**src/rtl/csr_timer_unit_pkg.sv**
```systemverilog
// -----------------------------------------------------------------------------
// cpu_defs -- shared definitions for the CSR timer unit.
//
// Contents:
//   csr_addr_t   14-bit CSR address
//   timer_cfg_t  per-channel TCFG contents laid out exactly as the TCFG read
//                word {initval, periodic, en}; initval is sized for the widest
//                countdown (32 bits -> 30 bits of initval) and narrower builds
//                keep the unused upper bits at zero
//   *_OFS        register offsets inside one channel's address stride
//   chanAddr     address of a register of a given channel
// -----------------------------------------------------------------------------
package cpu_defs;

  typedef logic [13:0] csr_addr_t;

  typedef struct packed {
    logic [29:0] initval;
    logic        periodic;
    logic        en;
  } timer_cfg_t;

  localparam csr_addr_t TCFG_OFS  = 14'd0;
  localparam csr_addr_t TVAL_OFS  = 14'd1;
  localparam csr_addr_t TICLR_OFS = 14'd3;

  // Channel register address: base + channel*stride + register offset.
  function automatic csr_addr_t chanAddr(input int base, input int stride,
                                         input int ch, input csr_addr_t ofs);
    return csr_addr_t'(base + stride * ch) + ofs;
  endfunction

endpackage

```
**src/rtl/csr_timer_unit_timer_channel.sv**
```systemverilog
// -----------------------------------------------------------------------------
// timer_channel -- one countdown timer with a sticky pending flag.
//
// Ports:
//   clk, rst_n   clock, asynchronous active-low reset
//   tick_i       prescaled count enable shared by all channels
//   cfgWe_i      TCFG write strobe for this channel
//   clr_i        TICLR write-1 strobe for this channel
//   wrData_i     CSR write data
//   tval_o       current countdown value
//   cfg_o        current configuration {initval, periodic, en}
//   pending_o    sticky interrupt pending
// -----------------------------------------------------------------------------
module timer_channel
  import cpu_defs::*;
#(
  parameter int TVAL_WID = 32
) (
  input  logic                clk,
  input  logic                rst_n,
  input  logic                tick_i,
  input  logic                cfgWe_i,
  input  logic                clr_i,
  input  logic [31:0]         wrData_i,
  output logic [TVAL_WID-1:0] tval_o,
  output timer_cfg_t          cfg_o,
  output logic                pending_o
);

  timer_cfg_t          cfg_q, cfg_d;
  logic [TVAL_WID-1:0] tval_q, tval_d;
  logic                pending_q, pending_d;
  logic                expire;

  // State registers for configuration, countdown and pending flag; all clear
  // asynchronously so a mid-count reset takes effect without waiting a clock.
  always_ff @(posedge clk or negedge rst_n) begin
    if (!rst_n) begin
      cfg_q     <= '0;
      tval_q    <= '0;
      pending_q <= 1'b0;
    end else begin
      cfg_q     <= cfg_d;
      tval_q    <= tval_d;
      pending_q <= pending_d;
    end
  end

  // Next-state logic. A TCFG write replaces the configuration and reloads the
  // counter, overriding whatever the countdown would have done this cycle.
  // Otherwise, on a tick while enabled, the counter steps down; at zero it
  // expires, either reloading (periodic) or parking at all-ones with en cleared
  // (one-shot). Pending is set by expiry and cleared by TICLR, with set taking
  // priority when both land on the same edge.
  always_comb begin
    cfg_d  = cfg_q;
    tval_d = tval_q;
    expire = 1'b0;
    if (cfgWe_i) begin
      cfg_d                         = '0;
      cfg_d.en                      = wrData_i[0];
      cfg_d.periodic                = wrData_i[1];
      cfg_d.initval[TVAL_WID-3:0]   = wrData_i[TVAL_WID-1:2];
      tval_d                        = {wrData_i[TVAL_WID-1:2], 2'b00};
    end else if (tick_i && cfg_q.en) begin
      if (tval_q != '0) begin
        tval_d = tval_q - TVAL_WID'(1);
      end else begin
        expire = 1'b1;
        if (cfg_q.periodic) begin
          tval_d = {cfg_q.initval[TVAL_WID-3:0], 2'b00};
        end else begin
          cfg_d.en = 1'b0;
          tval_d   = '1;
        end
      end
    end
    pending_d = (pending_q & ~clr_i) | expire;
  end

  assign tval_o    = tval_q;
  assign cfg_o     = cfg_q;
  assign pending_o = pending_q;

endmodule

```
**src/rtl/csr_timer_unit.sv**
```systemverilog
// -----------------------------------------------------------------------------
// csr_timer_unit -- multi-channel CSR countdown timers plus a 64-bit stable
// counter, sharing the CSR read/write bus with the CSR register file.
//
// Ports:
//   clk, rst_n   clock, asynchronous active-low reset
//   addr         CSR address
//   we           CSR write enable (wb stage)
//   wr_data      CSR write data
//   rd_data      combinational read data, 0 when the address is not ours
//   rd_hit       addr maps to a register in this unit
//   ti           per-channel sticky pending interrupt
//   ti_any       OR of ti
//   stable_cnt   free-running cycle counter
//
// Per channel i (base = TCFG_BASE + i*CH_STRIDE): TCFG at +0, TVAL at +1
// (read-only), TICLR at +3 (write-1-clear, reads 0).
// -----------------------------------------------------------------------------
module csr_timer_unit
  import cpu_defs::*;
#(
  parameter int NUM_TIMERS = 2,
  parameter int TVAL_WID   = 32,
  parameter int TCFG_BASE  = 'h41,
  parameter int CH_STRIDE  = 'h8,
  parameter int DIV        = 1
) (
  input  logic                  clk,
  input  logic                  rst_n,
  input  csr_addr_t             addr,
  input  logic                  we,
  input  logic [31:0]           wr_data,
  output logic [31:0]           rd_data,
  output logic                  rd_hit,
  output logic [NUM_TIMERS-1:0] ti,
  output logic                  ti_any,
  output logic [63:0]           stable_cnt
);

  // A stride below 4 makes a channel's TICLR land on the next channel's
  // registers, and the last channel must still fit in the CSR address space.
  if (CH_STRIDE < 4 || NUM_TIMERS < 1 || NUM_TIMERS > 8 ||
      TVAL_WID < 8 || TVAL_WID > 32 || DIV < 1 || DIV > 256 ||
      TCFG_BASE + (NUM_TIMERS - 1) * CH_STRIDE + 3 >= (1 << 14)) begin : gParamCheck
    $error("csr_timer_unit: illegal parameters (channel address aliasing or out of range)");
  end

  logic [7:0]  prescaler_q, prescaler_d;
  logic [63:0] stableCnt_q, stableCnt_d;
  logic        tick;

  logic [NUM_TIMERS-1:0] cfgWe;
  logic [NUM_TIMERS-1:0] tiClr;
  timer_cfg_t            chCfg  [NUM_TIMERS];
  logic [TVAL_WID-1:0]   chTval [NUM_TIMERS];

  // The prescaler runs free from reset and is never touched by CSR traffic,
  // so every channel sees the same tick phase. With DIV=1 it stays at 0 and
  // tick is permanently high.
  assign tick        = (prescaler_q == 8'(DIV - 1));
  assign prescaler_d = tick ? 8'd0 : prescaler_q + 8'd1;
  assign stableCnt_d = stableCnt_q + 64'd1;

  // Prescaler and stable counter registers; the stable counter simply wraps.
  always_ff @(posedge clk or negedge rst_n) begin
    if (!rst_n) begin
      prescaler_q <= '0;
      stableCnt_q <= '0;
    end else begin
      prescaler_q <= prescaler_d;
      stableCnt_q <= stableCnt_d;
    end
  end

  // One channel per timer, each with its own write and clear decode.
  for (genvar g = 0; g < NUM_TIMERS; g++) begin : gChan
    localparam csr_addr_t CfgAddr = chanAddr(TCFG_BASE, CH_STRIDE, g, TCFG_OFS);
    localparam csr_addr_t ClrAddr = chanAddr(TCFG_BASE, CH_STRIDE, g, TICLR_OFS);

    assign cfgWe[g] = we && (addr == CfgAddr);
    assign tiClr[g] = we && (addr == ClrAddr) && wr_data[0];

    timer_channel #(
      .TVAL_WID (TVAL_WID)
    ) uChannel (
      .clk       (clk),
      .rst_n     (rst_n),
      .tick_i    (tick),
      .cfgWe_i   (cfgWe[g]),
      .clr_i     (tiClr[g]),
      .wrData_i  (wr_data),
      .tval_o    (chTval[g]),
      .cfg_o     (chCfg[g]),
      .pending_o (ti[g])
    );
  end

  // Read mux. Legal parameters guarantee at most one match, so the loop just
  // picks up whichever channel register the address lands on. TICLR is a
  // mapped register that reads as zero.
  always_comb begin
    rd_data = '0;
    rd_hit  = 1'b0;
    for (int i = 0; i < NUM_TIMERS; i++) begin
      if (addr == chanAddr(TCFG_BASE, CH_STRIDE, i, TCFG_OFS)) begin
        rd_data = chCfg[i];
        rd_hit  = 1'b1;
      end else if (addr == chanAddr(TCFG_BASE, CH_STRIDE, i, TVAL_OFS)) begin
        rd_data = 32'(chTval[i]);
        rd_hit  = 1'b1;
      end else if (addr == chanAddr(TCFG_BASE, CH_STRIDE, i, TICLR_OFS)) begin
        rd_hit  = 1'b1;
      end
    end
  end

  assign ti_any     = |ti;
  assign stable_cnt = stableCnt_q;

endmodule
```
**config.mk**
```make
export PLATFORM = sky130hd
export DESIGN_NAME = csr_timer_unit
export DESIGN_NICKNAME = d
export VERILOG_FILES = /design/src/rtl/csr_timer_unit_pkg.sv /design/src/rtl/csr_timer_unit_timer_channel.sv /design/src/rtl/csr_timer_unit.sv
export SDC_FILE = /design/constraint.sdc
export NUM_CORES = 1
export LEC_CHECK = 0
export CORE_ASPECT_RATIO = 1.1
export CORE_MARGIN = 2
export CORE_UTILIZATION = 60
export CTS_CLUSTER_DIAMETER = 80
export DETAILED_ROUTE_END_ITERATION = 8
export PLACE_DENSITY_LB_ADDON = 0.25
export SYNTH_ARGS = -nofsm -noshare
export SYNTH_HDL_FRONTEND = slang
export SYNTH_SLANG_ARGS = --single-unit
```
**constraint.sdc**
```tcl
create_clock -name clk -period 11 [get_ports clk]
set_clock_uncertainty 0.05 [all_clocks]
set_input_delay 2.75 -clock clk [delete_from_list [all_inputs] [get_ports clk]]
set_output_delay 2.75 -clock clk [all_outputs]
set_load 0.02 [all_outputs]
```
==> run_results.csv <==
group,metric,value,unit
logic_synthesis,synth.top_cells.by_area,"dfrtp_1 (45%), nand2_1 (9.2%), a22oi_1 (4.3%), xnor2_1 (3.6%), o21ai_0 (3.4%)",
critical_path,cpMaxStageDelayCell,"or4_1",
logic_synthesis,synth_top_family_by_area,"simple AND/OR/NAND/NOR gates",
logic_synthesis,ys_ff_latch,202,
floorplan,die_h,147,µm
critical_path,crit_type,"in2out",
logic_synthesis,yosys.area.top_type,"dfrtp_1",
floorplan,dieArea,19800,µm²
global_route,track_usage,0.386,
critical_path,path_common_cell,"clkdlybuf4s50_1",
critical_path,critPathMaxStageDelay,1.13,ns
logic_synthesis,synth-adder-area-share,0.00780,
hold_path,hold_class,"reg2reg",
floorplan,core.rowCount,52,
timing,period_needed,9.03,ns
logic_synthesis,yosys.cell_types.count,64,
logic_synthesis,synthXorXnorAreaFrac,0.0640,
timing,timing.final.crit_share,0.821,
floorplan,ios,149,
timing,setup_tns,0,ns
floorplan,fp.coreArea,18300,µm²
clocking,cts_hold_buffers,0,
logic_synthesis,synthFlopType,"dfrtp_1",
clocking,cts_tree,"built",
drt,highest_layer,"met4",
drt,ant_nets,0,
finish,finish.instance_area,13600,µm²
run,maxCapViolCount,0,
finish,post-route-util,0.742,
drt,via_per_inst,6.73,
timing,grt_setup_unrepaired,"false",
logic_synthesis,synth_compound_area_frac,0.190,
critical_path,end_kind,"output port",
global_route,grt.overflow.total,0,
finish,syn_to_final_growth,21.3,%
timing,max_freq,0.111,GHz
drt,drt_iter0_markers,1711,
logic_synthesis,synth_nets,1358,
drt,wl_per_cell,22.8,µm
timing,fin_ws,1.97,ns
logic_synthesis,ys_seq_area_frac,0.450,
clocking,htreeDepth,1,
finish,drive_above_1_share,0.0559,
place,pre_cts_ws,2.01,ns
timing,slew_viol_final,0,
timing,hold_viol_final,0,
power_and_ir_drop,p_per_area,123,nW/µm²
global_route,antenna_found_initial,0,
place,place_congestion,1.04,
timing,fin_hold_ws,0.425,ns
critical_path,required,8.20,ns
clocking,postCtsSetupRepairBufs,0,
timing,slew_headroom,0.162,
critical_path,reg2reg_slack,7.28,ns
place,hpwl,26.1,mm
drt,drc,16,
finish,antenna_cells,0,
global_route,grt_start_max_net_pins,120,
logic_synthesis,synth.area.mux_share,0.00201,
hold_path,holdCritStartpoint,"stable_cnt[0]",
logic_synthesis,syn_inst,1302,
global_route,grt_pass1_vias,10800,
clocking,clock_sinks,202,
finish,layout.nets,1474,
clocking,numCtsBuffers,22,
critical_path,r2r_start,"gChan[0].uChannel.tval_o[13]",
floorplan,die_width,134,µm
clocking,insertion_delay,0.52,ns
global_route,grt_pass1_wl,59.9,mm
logic_synthesis,async_reset_ff_frac,1.00,
logic_synthesis,synth_area,11200,µm²
finish,final_common_cell,"nand2_1",
logic_synthesis,avgSynthCellArea,8.62,µm²
clocking,cts.path.max_buffers,3,
drt,vias,11300,
logic_synthesis,synth_edf_count,0,
critical_path,critPathArrivalTime,6.23,ns
timing,tightest_slew,1.26,ns
clocking,path_clk_slew,0.06,ns
drt,first_pass_iters,9,
power_and_ir_drop,p_leak,5.97,nW
drt,route.met3.wl,4.17,mm
finish,final_cell_mix,"nand2_1 (275), dfrtp_1 (202), clkdlybuf4s50_1 (147)",
place,post_dp_cell_area,12900,µm²
critical_path,critPathLaunchType,"primary input",
floorplan,start_util,0.612,
drt,drt-total-wl,38.3,mm
place,port_buffers,148,
critical_path,path_max_fanout,34,
timing,finalSetupViolations,0,
drt,wl_met2,16.8,mm
logic_synthesis,yosys.area_share.simple,0.253,
critical_path,crit_chain,"clkdlybuf4s50_1 -> nor4b_1 -> nand2_1 -> or4_1 -> a21oi_1 -> clkdlybuf4s50_1",
power_and_ir_drop,peakVddDrop,0.137,mV
clocking,cts_root_buffer,"clkbuf_16",
logic_synthesis,yosys_warnings,0,
logic_synthesis,yosys.area.top_type_share,0.450,
critical_path,cp-startpoint,"addr[5]",
status,failed_checks,"DRC",
status,outcome,"finished with violations",
clocking,cts_resized,0,
drt,drt-met1-wl,14.1,mm
## worst max-delay path, delay by kind of cell
| family | cells | cell delay, ns |
|---|---|---|
| and+or+nand+nor | 3 | 2.04 |
| AOI/OAI and AO/OA | 1 | 0.37 |
| buffers and inverters | 2 | 1.05 |
## power by group
part / internal, W / switching (W) / total (W)
registers: 0.000756 / 0.0000260 / 0.000782
logic: 0.0000459 / 0.0000589 / 0.000105
clock network: 0.000477 / 0.000306 / 0.000783
## flip-flops by register name, indices dropped and copies added, names as in the netlist
register,flops
stable_cnt,64
gChan.uChannel.pending_o,2
gChan.uChannel.cfg_o,64
gChan.uChannel.tval_o,64
prescaler_q,8
## routing by layer
| metal | GRT usage | up-vias |
|---|---|---|
| li1 | - | 4970 |
| met1 | 0.501 | 5301 |
| met2 | 0.594 | 786 |
| met3 | 0.0730 | 215 |
| met4 | 0.256 | 0 |
| met5 | 0 | - |
## synth_stat cells (14+ instances only)
library cell	count
nor2_1	78
a222oi_1	17
o31ai_1	14
dfrtp_1	202
clkbuf_1	60
or3_1	16
nand3_1	46
inv_1	17
xor2_1	36
xnor2_1	46
nor4_1	23
nand2_1	275
nand4_1	24
nor3_1	50
a21oi_1	65
a22oi_1	64
o21ai_0	76
and3_1	20
## through the flow
| step | power [W] | std cells |
|---|---|---|
| 2_1_floorplan | 0.000836 | 1302 |
| 3_3_place_gp | 0.000895 | 1637 |
| 3_5_place_dp | 0.000898 | 1637 |
| 4_1_cts | 0.00167 | 1675 |
| 5_1_grt | 0.00172 | 1675 |
| 6_report | 0.00167 | 1675 |
## layout make-up
class | count | area (µm²)
Clock buffer | 31 | 646
Clock inverter | 7 | 110
Fill cell | 1374 | 4720
Inverter | 17 | 63.8
Multi-Input combinational cell | 1011 | 5840
Sequential cell | 202 | 5050
Tap cell | 243 | 304
Timing Repair Buffer | 164 | 1610
## cells by family after synthesis
| kind of cell | Yosys count |
|---|---|
| AO/OA/AOI/OAI | 322 |
| XOR/XNOR | 82 |
| adder cells (fa/ha/maj) | 7 |
| buffers and inverters | 89 |
| flip-flops | 202 |
| multiplexers | 2 |
| AND/OR/NAND/NOR | 598 |
## worst paths after layout
| path | depth (start not counted) | endpoint |
|---|---|---|
| setup / recovery | 6 | rd_data[21] |
| hold / removal | 1 | stable_cnt[0] |
| setup reg to reg | 6 | gChan[0].uChannel.tval_o[18] |
| hold reg to reg | 1 | stable_cnt[0] |
| max in group asynchronous | 2 | stable_cnt[63] |
| min in group asynchronous | 1 | gChan[0].uChannel.cfg_o[6] |
No activity file was read; power rests on OpenSTA's default activity.
